===== src/rtl/axis_pkg.sv =====
// Shared AXI-Stream types for the packet framer: beat layout, FSM states and
// a byte-masking helper used by the optional trailer checksum.
package axis_pkg;

  localparam int AXIS_DATA_W = 32;
  localparam int AXIS_KEEP_W = 4;

  typedef struct packed {
    logic [AXIS_DATA_W-1:0] tdata;
    logic [AXIS_KEEP_W-1:0] tkeep;
    logic                   tlast;
  } axis_beat_t;

  typedef enum logic {
    S_DATA    = 1'b0,
    S_TRAILER = 1'b1
  } framer_state_t;

  // Zero every byte lane whose tkeep bit is clear.
  function automatic logic [AXIS_DATA_W-1:0] keep_mask(
    input logic [AXIS_DATA_W-1:0] data,
    input logic [AXIS_KEEP_W-1:0] keep
  );
    logic [AXIS_DATA_W-1:0] masked;
    masked = '0;
    for (int i = 0; i < AXIS_KEEP_W; i++) begin
      masked[8*i +: 8] = keep[i] ? data[8*i +: 8] : 8'h00;
    end
    return masked;
  endfunction

endpackage


===== src/rtl/axis_skid_buf.sv =====
// Generic 2-entry skid buffer over axis_beat_t. All outputs, including the
// upstream ready, come straight from flops so out_ready never reaches in_ready.
module axis_skid_buf
  import axis_pkg::*;
(
  input  logic       aclk,
  input  logic       aresetn,
  input  axis_beat_t in_beat,
  input  logic       in_valid,
  output logic       in_ready,
  output axis_beat_t out_beat,
  output logic       out_valid,
  input  logic       out_ready
);

  logic [1:0] occ;
  logic [1:0] occ_next;
  axis_beat_t head;
  axis_beat_t skid;
  logic       in_fire;
  logic       out_fire;

  assign in_fire  = in_valid & in_ready;
  assign out_fire = out_valid & out_ready;
  assign out_beat = head;

  // NOTE: the default assignment before the case keeps this block free of latches.
  always_comb begin
    occ_next = occ;
    case ({in_fire, out_fire})
      2'b10:   occ_next = occ + 2'd1;
      2'b01:   occ_next = occ - 2'd1;
      default: occ_next = occ;
    endcase
  end

  // head drives the output port; skid only fills when head is stalled.
  // NOTE: non-blocking assignments let every flop sample the pre-edge values.
  always_ff @(posedge aclk) begin
    if (!aresetn) begin
      // NOTE: payload flops are reset too, so a discarded beat never lingers on m_axis.
      occ       <= 2'd0;
      head      <= '0;
      skid      <= '0;
      out_valid <= 1'b0;
      in_ready  <= 1'b0;
    end else begin
      occ       <= occ_next;
      out_valid <= (occ_next != 2'd0);
      in_ready  <= (occ_next != 2'd2);
      case (occ)
        2'd0: begin
          if (in_fire) head <= in_beat;
        end
        2'd1: begin
          if (in_fire && out_fire)  head <= in_beat;
          else if (in_fire)         skid <= in_beat;
        end
        2'd2: begin
          if (out_fire) head <= skid;
        end
        default: ;
      endcase
    end
  end

endmodule


===== src/rtl/axis_pkt_framer.sv =====
// Re-frames a 32-bit AXI-Stream into packets of at most PKT_LEN beats.
// Define AXIS_FRAMER_CHKSUM_EN to append an XOR checksum trailer to each packet.
module axis_pkt_framer
  import axis_pkg::*;
#(
  parameter int PKT_LEN = 256,
  parameter int CNT_W   = 32
) (
  input  logic                   aclk,
  input  logic                   aresetn,
  input  logic [AXIS_DATA_W-1:0] s_axis_tdata,
  input  logic [AXIS_KEEP_W-1:0] s_axis_tkeep,
  input  logic                   s_axis_tlast,
  input  logic                   s_axis_tvalid,
  output logic                   s_axis_tready,
  output logic [AXIS_DATA_W-1:0] m_axis_tdata,
  output logic [AXIS_KEEP_W-1:0] m_axis_tkeep,
  output logic                   m_axis_tlast,
  output logic                   m_axis_tvalid,
  input  logic                   m_axis_tready,
  output logic [CNT_W-1:0]       pkt_count,
  output logic [15:0]            beat_count
);

  localparam logic [15:0] LAST_IDX = 16'(PKT_LEN - 1);

  axis_beat_t buf_in;
  axis_beat_t buf_out;
  logic       buf_in_valid;
  logic       buf_ready;
  logic       accept;
  logic       framed_last;

  assign accept      = s_axis_tvalid & s_axis_tready;
  assign framed_last = s_axis_tlast | (beat_count == LAST_IDX);

  always_ff @(posedge aclk) begin
    if (!aresetn) begin
      beat_count <= 16'd0;
    end else if (accept) begin
      beat_count <= framed_last ? 16'd0 : beat_count + 16'd1;
    end
  end

`ifdef AXIS_FRAMER_CHKSUM_EN
  framer_state_t          state;
  logic [AXIS_DATA_W-1:0] acc;

  // The last data beat is folded into acc on the same edge that enters S_TRAILER,
  // so the trailer reads a complete checksum straight from the register.
  always_ff @(posedge aclk) begin
    if (!aresetn) begin
      state <= S_DATA;
      acc   <= '0;
    end else begin
      case (state)
        S_DATA: begin
          if (accept) begin
            acc <= acc ^ keep_mask(s_axis_tdata, s_axis_tkeep);
            if (framed_last) state <= S_TRAILER;
          end
        end
        S_TRAILER: begin
          if (buf_ready) begin
            acc   <= '0;
            state <= S_DATA;
          end
        end
        default: state <= S_DATA;
      endcase
    end
  end

  always_comb begin
    buf_in       = '0;
    buf_in_valid = 1'b0;
    if (state == S_TRAILER) begin
      buf_in_valid = 1'b1;
      buf_in.tdata = acc;
      buf_in.tkeep = '1;
      buf_in.tlast = 1'b1;
    end else begin
      buf_in_valid = s_axis_tvalid;
      buf_in.tdata = s_axis_tdata;
      buf_in.tkeep = s_axis_tkeep;
      buf_in.tlast = 1'b0;
    end
  end

  // Both terms are flops; upstream is held off while the trailer is pushed.
  assign s_axis_tready = buf_ready & (state == S_DATA);
`else
  assign buf_in_valid  = s_axis_tvalid;
  assign buf_in        = '{tdata: s_axis_tdata, tkeep: s_axis_tkeep, tlast: framed_last};
  assign s_axis_tready = buf_ready;
`endif

  axis_skid_buf u_skid (
    .aclk      (aclk),
    .aresetn   (aresetn),
    .in_beat   (buf_in),
    .in_valid  (buf_in_valid),
    .in_ready  (buf_ready),
    .out_beat  (buf_out),
    .out_valid (m_axis_tvalid),
    .out_ready (m_axis_tready)
  );

  assign m_axis_tdata = buf_out.tdata;
  assign m_axis_tkeep = buf_out.tkeep;
  assign m_axis_tlast = buf_out.tlast;

  always_ff @(posedge aclk) begin
    if (!aresetn) begin
      pkt_count <= '0;
    end else if (m_axis_tvalid && m_axis_tready && m_axis_tlast) begin
      pkt_count <= pkt_count + CNT_W'(1);
    end
  end

endmodule


===== config.mk =====
export PLATFORM = sky130hd
export DESIGN_NAME = axis_pkt_framer
export DESIGN_NICKNAME = d
export VERILOG_FILES = /design/src/rtl/axis_pkg.sv /design/src/rtl/axis_skid_buf.sv /design/src/rtl/axis_pkt_framer.sv
export SDC_FILE = /design/constraint.sdc
export NUM_CORES = 1
export LEC_CHECK = 0
export CORE_MARGIN = 2
export CORE_UTILIZATION = 44
export DETAILED_ROUTE_END_ITERATION = 10
export GPL_ROUTABILITY_DRIVEN = 1
export PLACE_DENSITY = 0.72
export SYNTH_ARGS = -nofsm -noshare
export SYNTH_HDL_FRONTEND = slang
export SYNTH_SLANG_ARGS = --single-unit

===== constraint.sdc =====
create_clock -name aclk -period 4.6 [get_ports aclk]
set_input_delay 0.92 -clock aclk [delete_from_list [all_inputs] [get_ports aclk]]
set_output_delay 0.92 -clock aclk [all_outputs]
set_load 0.01 [all_outputs]

# Word level (Yosys, flattened, before mapping)
# Cells that the tools add are included.
# Widths: inputs -> output; s select.
[word_totals]
inputBits = 41
wordCells = 42
output_inout_bits = 87
register_bits = 126
[classes]
n_reduce_logical = 8
add_sub_neg = 4
bitwise = 4
mux = 6
eq_ne = 9
[op_table]
columns = ["cell", "count"]
rows = [
  ["$mux 37", 3],
  ["$pmux 37 s3", 1],
  ["$add 32x1->32 const B", 1],
  ["$add 16x1->16 const B", 1],
  ["$eq 16x8->1 const B", 1],
  ["$mux 16", 1],
  ["$ne 2x1->1 const B", 3],
  ["$eq 2x1->1 const B", 2],
  ["$eq 2x2->1 const B", 2],
  ["$pmux 2 s2", 1],
  ["$reduce_and 4->1", 1],
  ["$logic_and 1x1->1", 3],
  ["$reduce_and 3->1", 1],
  ["$reduce_bool 3->1", 1],
  ["$add 2x1->2 const B", 1],
  ["$and 1x1->1", 2],
  ["$logic_not 2->1", 1],
  ["$ne 2x2->1 const B", 1],
  ["$reduce_bool 2->1", 1],
  ["$sub 2x1->2 const B", 1],
  ["$not 1->1", 1],
  ["$or 1x1->1", 1],
]

# Depth between registers and ports, before layout
# Gate-level depths: netlist of the first run.
[logic_depth]
depth_word = 4
depth_mapped = 8
mapped_depth_nobuf = 6

# Cells and area by module
# A second synthesis of the first run with hierarchy kept.
[unflattened]
cells_unflattened = 677
area_unflattened_um2 = 6052.1
[modules_own_cells]
columns = ["mod", "seq_area_each_um2", "area_each_um2", "n_inst", "cells_per_inst"]
rows = [
  ["axis_skid_buf", 1561.5, 3646.0, 1, 395],
  ["axis_pkt_framer", 960.9, 2406.1, 1, 282],
]

# Worst setup path after synthesis of the first run
# No wires, ideal clock.
[synth_path]
kind = "input-to-reg"
start = "input port m_axis_tready"
end = "register pkt_count[21]"
required_time_ns = 4.530
arrival_ns = 2.254
setup_time_ns = 0.070
stages = 5
slack_ns = 2.275
cell_sequence = "nand3_1 > or4_1 > clkbuf_1 > or4_1 > a21oi_1"
[synth_via]
elab_chain_cells = 2
[synth_lines]
columns = ["item", "line", "rtl"]
rows = [
  ["from (decl)", "axis_pkt_framer.sv:20", "input logic m_axis_tready,"],
  ["$logic_and 1x1->1 (2 in a row)", "axis_pkt_framer.sv:116", "end else if (m_axis_tvalid && m_axis_tready && m_axis_tlast) begin"],
  ["to (signal assigned)", "axis_pkt_framer.sv:117", "pkt_count <= pkt_count + CNT_W'(1);"],
  ["to (decl)", "axis_pkt_framer.sv:21", "output logic [CNT_W-1:0] pkt_count,"],
]
# Every way passes these cells.
# A chain may end at the register's enable or synchronous reset.

# Final worst setup path of the first run
[layout_path]
start = "input port m_axis_tready"
end = "register pkt_count[31]"
# The elaborated chain is that of the path after synthesis.

==> flow_metrics.env, run 1 <==
export IMPL_outcome="finished clean"
export IMPL_report_final_slew_viol_count=0
export IMPL_yosys_cell_types_count=43
export IMPL_drv_cap=0
export IMPL_startpoint_type="input port"
export IMPL_fin_cells=924
export IMPL_synthTopCellsByArea="dfxtp_1 46%, mux2i_1 7.9%, nand2_1 6.8%"
export IMPL_grt_first_pass_wirelength_um=22100
export IMPL_clockRootBuffer="clkbuf_16"
export IMPL_nNetsFinal=790
export IMPL_synth_top_cell_area_share_pct=46.2
export IMPL_drtIter0Drc=368
export IMPL_grt_max_degree=75
export IMPL_rsz0062_at_grt="false"
export IMPL_antenna_found_initial=0
export IMPL_hold_viol_final=0
export IMPL_clock_sinks=126
export IMPL_path_class="in2reg"
export IMPL_drive_gt1_share_pct=5.29
export IMPL_slew_headroom_pct=49.1
export IMPL_hold_buffers=0
export IMPL_dr_total_vias=4976
export IMPL_finalCriticalPeriod_ps=2910
export IMPL_port_buffer_count=127
export IMPL_initial_utilization_pct=45.3
export IMPL_grt_pass1_vias=4749
export IMPL_ys_ff_latch=126
export IMPL_drt_total_wl_um=13600
export IMPL_design_portCount=128
export IMPL_setup_viol=0
export IMPL_final_common_cell="clkdlybuf4s50_1"
export IMPL_routabilityCongestion=0.858
export IMPL_final_core_util_pct=61.4
export IMPL_final_cell_mix="127 x clkdlybuf4s50_1, 126 x dfxtp_1, 99 x nand2_1"
export IMPL_clkTransAtPathRegs_ps=50
export IMPL_cts_buffer_depth=2
export IMPL_fin_skew_ps=4.17
export IMPL_critPathRequiredTime_ps=4920
export IMPL_end_kind="flip-flop"
export IMPL_p_sw_share_pct=29.6
export IMPL_drc_errors=0
export IMPL_first_pass_iters=5
export IMPL_die_y_um=115
export IMPL_post_cts_buffers=0
export IMPL_wire_per_inst_um=14.7
export IMPL_tightestPinTransition_ps=762
export IMPL_synthesis_instances=633
export IMPL_ir_drop_uv=298
export IMPL_vias_per_cell=5.39
export IMPL_dieArea_sq_mm=0.0133
export IMPL_clk_latency_ps=410
export IMPL_final_setup_tns_ps=0
export IMPL_area_delta_synth_final_pct=35.7
export IMPL_cts_resized=0
export IMPL_ys_seq_area_share_pct=46.2
export IMPL_cts_tree="yes"
export IMPL_dp_cells=892
export IMPL_cts_max_level=4
export IMPL_synth_nets=680
export IMPL_synth_area_per_cell_sq_um=8.63
export IMPL_seq_power_share_pct=36.2
export IMPL_cts_buffers=17
export IMPL_overflow=0
export IMPL_crit_fanout=16
export IMPL_hold_class="reg2reg"
export IMPL_yosys_area_top_type="dfxtp_1"
export IMPL_combPwrFrac_pct=27.9
export IMPL_die_x_um=115
export IMPL_power_static_leakage_nw=2.49
export IMPL_power_density_mw_per_mm2=500
export IMPL_ys_warn_count=0
export IMPL_max_freq_ghz=0.344
export IMPL_nFillCells=1049
export IMPL_period_share_pct=63.3
export IMPL_power_switching_w=0.00110
export IMPL_cellInternalPower_w=0.00261
export IMPL_core_rowCount=40
export IMPL_p_clk_share_pct=35.9
export IMPL_diodes=0
export IMPL_post_dp_hpwl_um=9000
export IMPL_postRouteAntennaNets=0
export IMPL_worstPathArrival_ps=3230
export IMPL_grt_usage_pct=20.8
export IMPL_core_area_sq_mm=0.0121
export IMPL_synth_area_sq_mm=0.00546
## state kept, by name (all words and copies together) (netlist names)
signal,count
beat_count,16
pkt_count,32
u_skid.in_ready,1
u_skid.occ,2
u_skid.out_beat,37
u_skid.out_valid,1
u_skid.skid,37
## metrics by stage
| step | power [W] | worst slack (ps) | area, sq um | hold WS [ps] |
|---|---|---|---|---|
| floorplan | 0.00200 | 2280 | 5460 | 436 |
| global placement | 0.00237 | 1450 | 6820 | 441 |
| detailed placement | 0.00240 | 1300 | 6820 | 446 |
| CTS | 0.00374 | 1740 | 7410 | 453 |
| global route | 0.00390 | 1600 | 7410 | 468 |
| finish | 0.00370 | 1690 | 7410 | 453 |
## layer usage
metal,GRT usage (%),up-vias,share of wire [%]
li1,-,2488,-
met1,25.1,2334,44
met2,35.0,135,49
met3,5.23,19,5.1
met4,9.16,0,1.6
met5,0,-,0
## layout make-up
class                           instances  area (sq um)  share of cell area, %
Clock buffer                           25           475                   6.42
Multi-Input combinational cell        459          2740                   37.0
Inverter                                6          22.5                  0.304
Clock inverter                          7           110                   1.49
Sequential cell                       126          2520                   34.0
Tap cell                              168           210                   2.84
Timing Repair Buffer                  133          1330                   17.9
## critical path, stage by stage
cell and delay (ps):
clkdlybuf4s50_1 610, nand3_1 200, or4_1 730, or4_1 560
a21oi_1 210
## worst paths after layout
| kind | start | to | slack (ps) | cells past startpoint |
|---|---|---|---|---|
| min reg2reg | u_skid.skid[25] | u_skid.skid[25] | 450 | 2 |
| max | m_axis_tready | pkt_count[31] | 1690 | 5 |
| min | u_skid.skid[25] | u_skid.skid[25] | 450 | 2 |
| max reg2reg | u_skid.occ[0] | u_skid.out_beat[11] | 2270 | 7 |
## cell usage after synthesis, drive strengths merged
cell type / number
a211oi: 36
clkbuf: 29
and3: 8
nand2b: 6
nor4b: 1
a41oi: 1
nand3: 16
a21oi: 61
dfxtp: 126
nand4: 20
and2: 6
dlymetal6s2s: 1
nor2b: 1
o211ai: 1
nor4: 11
and4: 6
or4: 13
nor3: 3
o21ai: 14
o22ai: 1
xor2: 15
xnor2: 6
o31ai: 10
or2: 2
nand3b: 1
o311a: 1
or3: 9
a2111oi: 1
mux2i: 43
nor2: 57
inv: 6
ha: 6
a21boi: 2
buf: 12
a22o: 1
nand2: 99
a31oi: 1
## power by group through the flow
stage	logic (W)	registers, W	clock network [W]
floorplan	0.000602	0.00140	0
global placement	0.00101	0.00136	0
detailed placement	0.00103	0.00137	0
CTS	0.00104	0.00134	0.00135
global route	0.00114	0.00136	0.00140
finish	0.00103	0.00134	0.00133
## logic make-up (layout without fill, tap and decap cells)
| logic type | after synthesis | in the layout | synth area share, % |
|---|---|---|---|
| muxes | 43 | 43 | 7.88 |
| xor gates and xnor gates | 21 | 21 | 3.37 |
| and+or+nand+nor | 259 | 259 | 22.9 |
| adders and majority gates | 6 | 6 | 1.37 |
| DFF | 126 | 126 | 46.2 |
| AOI/OAI and AO/OA | 130 | 130 | 14.5 |
| buffers and inverters | 48 | 171 | 3.80 |
Note: power is estimated with default switching activity, not from simulation.
==> run 2, diff against run 1 <==
- clock period: 4.6 -> 3 ns (I/O delays scaled with it)
==> run 2 against run 1 <==
Net effect:
- via count fell by 0.72%
- wire length rose by 2.1%
- largest power group unchanged
- highest routed layer unchanged
- register-to-register slack got worse by 1500 ps
- non-clock buffer count rose by 4
- die area did not move
- worst hold slack got worse by 1.0 ps
==> flow_metrics.env, run 2 (synthesis gave the netlist of run 1 again) <==
export IMPL_setup_viol=0
export IMPL_dp_cells=896
export IMPL_drc_errors=0
export IMPL_drv_cap=0
export IMPL_final_cell_mix="127 x clkdlybuf4s50_1, 126 x dfxtp_1, 99 x nand2_1"
export IMPL_crit_family="simple AND/OR/NAND/NOR gates"
export IMPL_path_buf_inv=1
export IMPL_cts_max_level=4
export IMPL_clock_sinks=126
export IMPL_postRouteAntennaNets=0
export IMPL_clockRootBuffer="clkbuf_16"
export IMPL_cts_buffers=17
export IMPL_die_x_um=115
export IMPL_cp_slowest_cell="or4_1"
export IMPL_first_pass_iters=4
export IMPL_area_delta_synth_final_pct=36.3
export IMPL_power_density_mw_per_mm2=768
export IMPL_outcome="finished clean"
export IMPL_grt_usage_pct=21.2
export IMPL_routabilityCongestion=0.802
export IMPL_grt_first_pass_wirelength_um=22700
export IMPL_core_area_sq_mm=0.0121
export IMPL_startpoint_type="input port"
export IMPL_fin_cells=928
export IMPL_rsz0062_at_grt="false"
export IMPL_antenna_found_initial=0
export IMPL_end_kind="flip-flop"
export IMPL_dr_total_vias=4940
export IMPL_grt_pass1_vias=4744
export IMPL_path_cells="clkdlybuf4s50_1 -> nand3_1 -> or4_1 -> or4_1 -> a21oi_1"
export IMPL_design_portCount=128
export IMPL_final_common_cell="clkdlybuf4s50_1"
export IMPL_cts_resized=0
export IMPL_critPathRequiredTime_ps=3340
export IMPL_nNetsFinal=794
export IMPL_clk_latency_ps=410
export IMPL_hold_viol_final=0
export IMPL_die_y_um=115
export IMPL_clkTransAtPathRegs_ps=60
export IMPL_tightestPinTransition_ps=644
export IMPL_period_share_pct=79.2
export IMPL_core_rowCount=40
export IMPL_hold_class="reg2reg"
export IMPL_drt_total_wl_um=13800
export IMPL_diodes=0
export IMPL_port_buffer_count=127
export IMPL_hold_buffers=0
export IMPL_wire_per_inst_um=14.9
export IMPL_finalCriticalPeriod_ps=2380
export IMPL_drtIter0Drc=288
export IMPL_cpMostUsedCell="or4_1"
export IMPL_fin_skew_ps=9.39
export IMPL_vias_per_cell=5.32
export IMPL_final_setup_tns_ps=0
export IMPL_grt_max_degree=75
export IMPL_post_cts_buffers=0
export IMPL_initial_utilization_pct=45.3
export IMPL_post_dp_hpwl_um=9100
export IMPL_nFillCells=1055
export IMPL_cts_buffer_depth=2
export IMPL_slew_headroom_pct=56.5
export IMPL_crit_fanout=16
export IMPL_drive_gt1_share_pct=6.45
export IMPL_path_class="in2reg"
export IMPL_holdWs_ps=452
export IMPL_overflow=0
export IMPL_power_static_leakage_nw=2.50
export IMPL_cts_tree="yes"
export IMPL_critPathMaxStageDelay_ps=740
export IMPL_ir_drop_uv=522
export IMPL_dieArea_sq_mm=0.0133
export IMPL_report_final_slew_viol_count=0
export IMPL_max_freq_ghz=0.421
export IMPL_worstPathArrival_ps=2710
export IMPL_final_core_util_pct=61.7
==> run 2: per-stage QoR <==
stage	setup slack, ps	cell area, sq um	power (W)
floorplan	995	5460	0.00307
global placement	290	6850	0.00366
detailed placement	232	6850	0.00371
CTS	639	7440	0.00576
global route	527	7440	0.00604
finish	625	7440	0.00572
==> run 2: path summary, 6_finish.rpt <==
kind                        start                 end  slack [ps]  depth (start not counted)
setup / recovery    m_axis_tready       pkt_count[31]         620                          5
hold / removal    u_skid.skid[29]     u_skid.skid[29]         450                          2
setup reg to reg    u_skid.occ[0]  u_skid.out_beat[3]         810                          7
hold reg to reg   u_skid.skid[29]     u_skid.skid[29]         450                          2
==> run 2: report_power, final <==
| part | switching, W | internal [W] |
|---|---|---|
| registers | 0.000151 | 0.00191 |
| clock network | 0.000801 | 0.00124 |
| logic | 0.000853 | 0.000768 |
==> run 2: cell type report <==
| class | instances | area, sq um | area share [%] |
|---|---|---|---|
| flip-flops and latches | 126 | 2520 | 33.9 |
| clock inverters | 14 | 160 | 2.15 |
| clock buffers | 18 | 429 | 5.77 |
| inverters | 6 | 22.5 | 0.303 |
| repair buffers | 137 | 1360 | 18.3 |
| well taps | 168 | 210 | 2.82 |
| multi-input cells | 459 | 2740 | 36.8 |
==> run 2: routing by layer <==
metal	routed length (um)	global-route usage, %	vias up
met5	0	0	-
met4	204	7.55	0
li1	-	-	2495
met2	6820	36.3	111
met1	6160	25.9	2315
met3	651	5.23	19
==> run 2: tightest hold or removal path: cells and delay by family, from the launching register on <==
family / cells / cell delay (ps)
DFF: 1 / 310
and+or+nand+nor: 1 / 50
AOI/OAI and AO/OA: 1 / 50
==> run 3, diff against run 2 <==
- PLACE_DENSITY: 0.72 -> 0.75
- clock period: 3 -> 2.1 ns (I/O delays scaled with it)
==> run 3 against run 2 <==
Net effect:
- via count is 2.8% higher
- final area is 4.1% higher
- die area stayed put
- clock power is 43% higher
- sequential power is 42% higher
- worst hold slack hardly changed
- final cell count is 2.8% higher
- critical path depth is 3 higher
- sequential share of layout area is 1.3 points lower
- setup slack worse by 500 ps
- critical path type unchanged
- largest cell class unchanged
==> flow_metrics.env, run 3 (synthesis gave the netlist of run 1 again) <==
export IMPL_setup_ws_ps=125
export IMPL_final_setup_tns_ps=0
export IMPL_worstPathArrival_ps=2290
export IMPL_post_dp_hpwl_um=9570
export IMPL_nNetsFinal=821
export IMPL_cts_tree="yes"
export IMPL_grt_max_degree=73
export IMPL_cts_buffers=17
export IMPL_hold_class="reg2reg"
export IMPL_ir_drop_uv=530
export IMPL_cp_slowest_cell="clkdlybuf4s50_1"
export IMPL_end_kind="flip-flop"
export IMPL_path_buf_inv=4
export IMPL_diodes=0
export IMPL_cts_max_level=4
export IMPL_slew_headroom_pct=55.9
export IMPL_critPathRequiredTime_ps=2410
export IMPL_clockRootBuffer="clkbuf_16"
export IMPL_setup_viol=0
export IMPL_outcome="finished clean"
export IMPL_drive_gt1_share_pct=10.1
export IMPL_max_freq_ghz=0.506
export IMPL_vias_per_cell=5.32
export IMPL_path_cells="clkdlybuf4s50_1 -> buf_4 -> nand4_1 -> a2111oi_4 -> buf_4 -> buf_12 -> nor2_1 -> a211oi_1"
export IMPL_power_static_leakage_nw=2.68
export IMPL_die_y_um=115
export IMPL_tightestPinTransition_ps=661
export IMPL_crit_family="buffers and inverters"
export IMPL_finalCriticalPeriod_ps=1970
export IMPL_rsz0062_at_grt="false"
export IMPL_hold_viol_final=0
export IMPL_drtIter0Drc=321
export IMPL_clk_latency_ps=410
export IMPL_crit_fanout=32
export IMPL_cpMostUsedCell="buf_4"
export IMPL_drt_total_wl_um=14100
export IMPL_clock_sinks=126
export IMPL_drc_errors=0
export IMPL_initial_utilization_pct=45.3
export IMPL_fin_skew_ps=7.74
export IMPL_drv_cap=0
export IMPL_startpoint_type="input port"
export IMPL_post_cts_buffers=0
export IMPL_power_density_mw_per_mm2=1080
export IMPL_port_buffer_count=127
export IMPL_dieArea_sq_mm=0.0133
export IMPL_design_portCount=128
export IMPL_final_common_cell="clkdlybuf4s50_1"
export IMPL_period_share_pct=94.0
export IMPL_clkTransAtPathRegs_ps=50
export IMPL_antenna_found_initial=0
export IMPL_first_pass_iters=4
export IMPL_routabilityCongestion=0.850
export IMPL_core_rowCount=40
export IMPL_core_area_sq_mm=0.0121
export IMPL_fin_cells=954
export IMPL_grt_pass1_vias=4928
export IMPL_grt_usage_pct=21.7
export IMPL_dp_cells=923
export IMPL_dr_total_vias=5076
export IMPL_area_delta_synth_final_pct=41.8
export IMPL_final_cell_mix="127 x clkdlybuf4s50_1, 123 x dfxtp_1, 99 x nand2_1"
export IMPL_path_class="in2reg"
export IMPL_grt_first_pass_wirelength_um=23100
export IMPL_critPathMaxStageDelay_ps=480
export IMPL_cts_buffer_depth=2
export IMPL_postRouteAntennaNets=0
export IMPL_wire_per_inst_um=14.8
export IMPL_die_x_um=115
export IMPL_overflow=0
export IMPL_pre_cts_ws_ps=-370
export IMPL_report_final_slew_viol_count=0
[run 3: layout make-up]
type	instances	area (sq um)
repair buffers	164	1620
well taps	168	210
clock inverters	5	77.6
inverters	6	22.5
clock buffers	26	519
fillers	997	4320
multi-input cells	459	2770
flip-flops and latches	126	2530
[run 3: per-layer routing]
layer  part of all wire [%]  up-vias  track usage [%]
met5                      0        -                0
met4                    1.6        0             7.71
met3                    4.9       19             5.91
met2                     50      125             38.3
met1                     44     2381             25.4
li1                       -     2551                -
[run 3: where the power goes]
part           total (W)  switching (W)  internal, W
Clock            0.00292       0.000995      0.00192
Sequential       0.00292       0.000190      0.00273
Combinational    0.00256        0.00130      0.00125
Total            0.00839        0.00249      0.00591
[run 3: path summary, 6_finish.rpt]
| path | to | slack, ps | cells after the start | from |
|---|---|---|---|---|
| min reg2reg | u_skid.skid[24] | 450 | 2 | u_skid.skid[24] |
| max | u_skid.out_beat[28] | 130 | 8 | m_axis_tready |
| max reg2reg | pkt_count[21] | 140 | 4 | pkt_count[0] |
| min | u_skid.skid[24] | 450 | 2 | u_skid.skid[24] |
[run 3: repair_timing]
item	in CTS	in global routing
pin swaps	0	2
hold endpoints to repair	0	0
resized for setup	1	6
setup endpoints to repair	2	39
hold buffers	0	0
[run 3: per-stage QoR]
step,power [W],util (%),hold slack [ps],cell area (sq um)
final,0.00839,64.2,452,7740
after global routing,0.00882,64.2,474,7740
after CTS,0.00843,64.0,453,7720
after detailed placement,0.00549,59.0,446,7120
after global placement,0.00540,59.0,441,7120
after floorplan,0.00438,-,436,5460
[run 3: worst min-delay path, cell delays in order, from the launching register on]
cell and delay [ps]:
dfxtp_1 300, nand2_1 50, a21oi_1 50
==> variant 1 (settings of run 2) <==
The option `AXIS_FRAMER_CHKSUM_EN` is turned on by a define.
--- a/src/rtl/axis_pkt_framer.sv
+++ b/src/rtl/axis_pkt_framer.sv
@@ -1,5 +1,7 @@
 // Re-frames a 32-bit AXI-Stream into packets of at most PKT_LEN beats.
 // Define AXIS_FRAMER_CHKSUM_EN to append an XOR checksum trailer to each packet.
+`define AXIS_FRAMER_CHKSUM_EN
+
 module axis_pkt_framer
   import axis_pkg::*;
 #(
Behaviour: not the same (Yosys sat finds a counterexample within 4 cycles, from zero or initial values and one cycle with aresetn low).
==> variant 1 against run 2 <==
  * Sequential power grew 9.7%
  * Design area increased by 26%
  * Area after synthesis grew 34%
  * Routed wire length is 27% higher
  * First-iteration DRC count increased by 43%
  * Via count rose by 33%
  * Clock power up 7%
  * Worst setup slack gained 7.3 ps
  * Fmax is 0.31% higher
  * Total power is 11% lower
  * Sequential cell count grew 33
  * Register-to-register slack lost 180 ps
==> variant 1: results (changes against run 2) <==
Outcome
  – Status: finished clean (unchanged)

Placed design
  – HPWL Detailed: 11.6 mm (was 9.10 mm)
  – Routability cong.: 0.771 (was 0.802)

Finish
  – Multi-input logic cell count: 655 (was 459)
  – Clock buffers: 19 (was 18)
  – ClkCell Share: 6.35% (was 7.92%)
  – Fill cell count: 1523 (was 1055)
  – Nets: 1041 (was 794)
  – Multi-input gate area: 3810 um2 (was 2740 um2)
  – Register area: 3180 um2 (was 2520 um2)
  – Non-Clock Inverter Count: 12 (was 6)

Setup path
  – R2R Setup Slk: 630 ps (was 810 ps)
  – Reg-to-reg endpoint: beat_count[15] (was u_skid.out_beat[3])
  – Top delay family on crit path: compound AO/OA/AOI/OAI gates (was simple AND/OR/NAND/NOR gates)
  – CP arrival: 2680 ps (was 2710 ps)
  – Slowest-stage cell, CP: o21ai_1 (was or4_1)
  – Largest stage delay on the critical path: 880 ps (was 740 ps)
  – RR Startpoint: beat_count[0] (was u_skid.occ[0])
  – R2R depth: 5 (was 7)

Routing
  – WL per Instance: 14.4 um (was 14.9 um)
  – DR WL met3: 686 um (was 651 um)
  – Vias: 6559 (was 4940)
  – Metal1 wirelength: 8.61 mm (was 6.16 mm)
  – First-pass DRT Iterations: 5 (was 4)
  – Iteration-0 DRC Markers: 412 (was 288)
  – Met2 Routed Length: 7.98 mm (was 6.82 mm)

Hold path
  – Hold Path End: u_skid.out_beat[9] (was u_skid.skid[29])
  – Hold Startpoint: u_skid.out_beat[9] (was u_skid.skid[29])

Global routing
  – Global-route wire length before repair: 29.6 mm (was 22.7 mm)
  – Grt met1 use: 28.2% (was 25.9%)
  – Largest net degree at the start of global routing: 74 (was 75)
  – Initial antenna violation count: 1 (was 0)
  – Global-route usage over all layers: 20.2% (was 21.2%)
  – M2 GR Usage: 31.5% (was 36.3%)

Synthesis
  – Post-synthesis mux area share: 5.59% (was 7.88%)
  – Post-synthesis compound-gate area fraction: 19.6% (was 14.5%)
  – Seq cells post-synth: 159 (was 126)
  – Post-Synth Adder-Cell Area: 1.71% (was 1.37%)
  – Synth unique cells: 52 (was 43)
  – Synth top cells by count: 197 x nand2_1, 159 x dfxtp_1, 89 x a21oi_1 (was 126 x dfxtp_1, 99 x nand2_1, 61 x a21oi_1)
  – Synth Area in XOR/XNOR: 2.51% (was 3.37%)

Pwr
  – P_leak: 3.06 nW (was 2.50 nW)
  – Clk. pwr: 2.18 mW (was 2.04 mW)
  – Worst vdd ir: 0.000402 V (was 0.000522 V)
  – P_sw: 1.25 mW (was 1.81 mW)

Timing
  – WHS: 451 ps (was 452 ps)
  – Slew @ Worst Pin: 1080 ps (was 644 ps)
-- variant 1: stage by stage --
stage | util (%) | std cells | instance area (um2) | setup WS [ps] | power, mW
2_1_floorplan | - | 894 | 7340 | 689 | 2.67
3_5_place_dp | 53.3 | 1191 | 8770 | 346 | 2.94
6_report | 56.9 | 1221 | 9360 | 632 | 5.07
5_1_grt | 56.9 | 1221 | 9360 | 421 | 5.29
4_1_cts | 56.9 | 1221 | 9360 | 629 | 5.13
3_3_place_gp | 53.3 | 1191 | 8770 | 428 | 2.93
-- variant 1: cells by family (layout without fill, tap and decap cells) --
| group | after synthesis | after routing |
|---|---|---|
| DFF | 159 | 159 |
| adders and majority gates | 10 | 10 |
| and+or+nand+nor | 357 | 357 |
| xor gates and xnor gates | 21 | 21 |
| AOI/OAI and AO/OA | 226 | 226 |
| buffers and inverters | 80 | 187 |
| muxes | 41 | 41 |
==> variant 2 (flow settings as in run 2) <==
Without the edit above. Register the output `beat_count` once more, without a reset; this adds one clock of latency there. The other outputs are not delayed to match.
--- a/src/rtl/axis_pkt_framer.sv
+++ b/src/rtl/axis_pkt_framer.sv
@@ -24,6 +24,8 @@
 
   localparam logic [15:0] LAST_IDX = 16'(PKT_LEN - 1);
 
+  logic [15:0] beat_count_s0;
+
   axis_beat_t buf_in;
   axis_beat_t buf_out;
   logic       buf_in_valid;
@@ -32,13 +34,13 @@
   logic       framed_last;
 
   assign accept      = s_axis_tvalid & s_axis_tready;
-  assign framed_last = s_axis_tlast | (beat_count == LAST_IDX);
+  assign framed_last = s_axis_tlast | (beat_count_s0 == LAST_IDX);
 
   always_ff @(posedge aclk) begin
     if (!aresetn) begin
-      beat_count <= 16'd0;
+      beat_count_s0 <= 16'd0;
     end else if (accept) begin
-      beat_count <= framed_last ? 16'd0 : beat_count + 16'd1;
+      beat_count_s0 <= framed_last ? 16'd0 : beat_count_s0 + 16'd1;
     end
   end
 
@@ -118,5 +120,9 @@
     end
   end
 
+  always_ff @(posedge aclk) begin
+    beat_count <= beat_count_s0;
+  end
+
 endmodule
 
Function: changed (Yosys sat finds a counterexample within 4 cycles, from zero or initial values and one cycle with aresetn low).
==> variant 2 against run 2 <==
  * Area after synthesis rose by 4.7%
  * Total power increased by 13%
  * Non-clock buffer count unchanged
  * Design area is 4.3% higher
  * Sequential power rose by 17%
  * Routed wire length fell by 2.3%
  * Synthesized cell count rose by 2.2%
  * Sequential cell count increased by 16
  * Worst setup slack worse by 110 ps
  * Die area grew 4.5%
==> variant 2: results (changes against run 2) <==
Outcome
  – Status: finished clean (unchanged)

Setup path
  – Crit path from: m_axis_tready (unchanged)
  – CP Max Fanout: 14 (was 16)
  – Largest stage delay on the critical path: 780 ps (was 740 ps)
  – Top delay family on crit path: simple AND/OR/NAND/NOR gates (unchanged)
  – CP arrival: 2760 ps (was 2710 ps)
  – Slowest-stage cell, CP: or4_1 (unchanged)
  – RR Startpoint: pkt_count[2] (was u_skid.occ[0])

Finish
  – Area Growth Syn to Fin: 35.9% (was 36.3%)
  – Nets: 810 (was 794)
  – Fill cell count: 1128 (was 1055)
  – Share of cells above drive strength 1: 5.80% (was 6.45%)

Synthesis
  – Post-Synth Adder-Cell Area: 1.31% (was 1.37%)
  – Synth top cells by count: 142 x dfxtp_1, 94 x nand2_1, 63 x a21oi_1 (was 126 x dfxtp_1, 99 x nand2_1, 61 x a21oi_1)
  – Synth unique cells: 41 (was 43)
  – Synth area leaders: dfxtp_1 50%, mux2i_1 6.8%, nand2_1 6.2%, a21oi_1 5.5%, a211oi_1 4.7% (was dfxtp_1 46%, mux2i_1 7.9%, nand2_1 6.8%, a21oi_1 5.6%, a211oi_1 4.9%)
  – Net Count, Synth: 694 (was 680)
  – Post-synthesis async set-or-reset flop share: 0% (unchanged)
  – Cell count after synthesis: 647 (was 633)
  – Post-synthesis mux area share: 6.83% (was 7.88%)
  – Post-synthesis compound-gate area fraction: 14.7% (was 14.5%)
  – Synth Area in XOR/XNOR: 3.06% (was 3.37%)
  – Register area share after synthesis: 49.7% (was 46.2%)

Pwr
  – Worst vdd ir: 0.000500 V (was 0.000522 V)
  – P_leak: 2.62 nW (was 2.50 nW)
  – Internal power component: 4.55 mW (was 3.91 mW)
  – Seq pwr share: 37.2% (was 36.0%)
  – Clk. pwr: 2.19 mW (was 2.04 mW)
  – Power Total: 6.45 mW (was 5.72 mW)

Global routing
  – Global-route usage over all layers: 19.8% (was 21.2%)
  – Global-route wire length before repair: 22.8 mm (was 22.7 mm)
  – Vias in the first global route: 4830 (was 4744)

Hold path
  – Hold Startpoint: beat_count_s0[15] (was u_skid.skid[29])

Routing
  – Vias: 5075 (was 4940)
  – WL per Instance: 14.3 um (was 14.9 um)
  – First-pass DRT Iterations: 4 (unchanged)
  – Vias per cell: 5.35 (was 5.32)
  – Iteration-0 DRC Markers: 287 (was 288)

Placed design
  – HPWL Detailed: 9.02 mm (was 9.10 mm)
  – Placement Setup Slack: 178 ps (was 232 ps)
  – Dpl cells: 916 (was 896)
  – Routability cong.: 0.847 (was 0.802)
  – Placed Area: 7140 um2 (was 6850 um2)

Timing
  – Sum of negative setup slack: 0 ps (unchanged)
  – Slew margin rel.: 56.8% (was 56.5%)
  – Clock skew: 8.67 ps (was 9.39 ps)

Clock tree
  – Clock insertion delay at the later pin of the skew report: 410 ps (about the same)
  – Hold_buf cts: 0 (unchanged)
## variant 2: cell count changes after synthesis, moves of 5 or more
cell and change:
dfxtp_1 +16, inv_1 +7, nand2_1 -5, nand3_1 +6, xnor2_1 +10, xor2_1 -11
## variant 2: metal layers
metal  vias up  GRT usage [%]  part of all wire [%]
li1       2538              -                     -
met3        12           4.41                   4.5
met2       153           32.8                    49
met4         0           9.11                   1.1
met5         -              0                     0
met1      2372           24.5                    45
## variant 2: final cells by class
class,count,area share (%)
Tap cell,172,2.77
Clock buffer,21,5.93
Timing Repair Buffer,137,17.5
Inverter,13,0.644
Multi-Input combinational cell,452,34.4
Sequential cell,142,36.6
Clock inverter,11,2.11
## variant 2: worst paths after layout
check / endpoint / slack (ps) / depth (start not counted)
setup reg to reg: pkt_count[19] / 830 / 4
setup / recovery: pkt_count[19] / 520 / 5
hold / removal: beat_count[15] / 380 / 0
hold reg to reg: beat_count[15] / 380 / 0
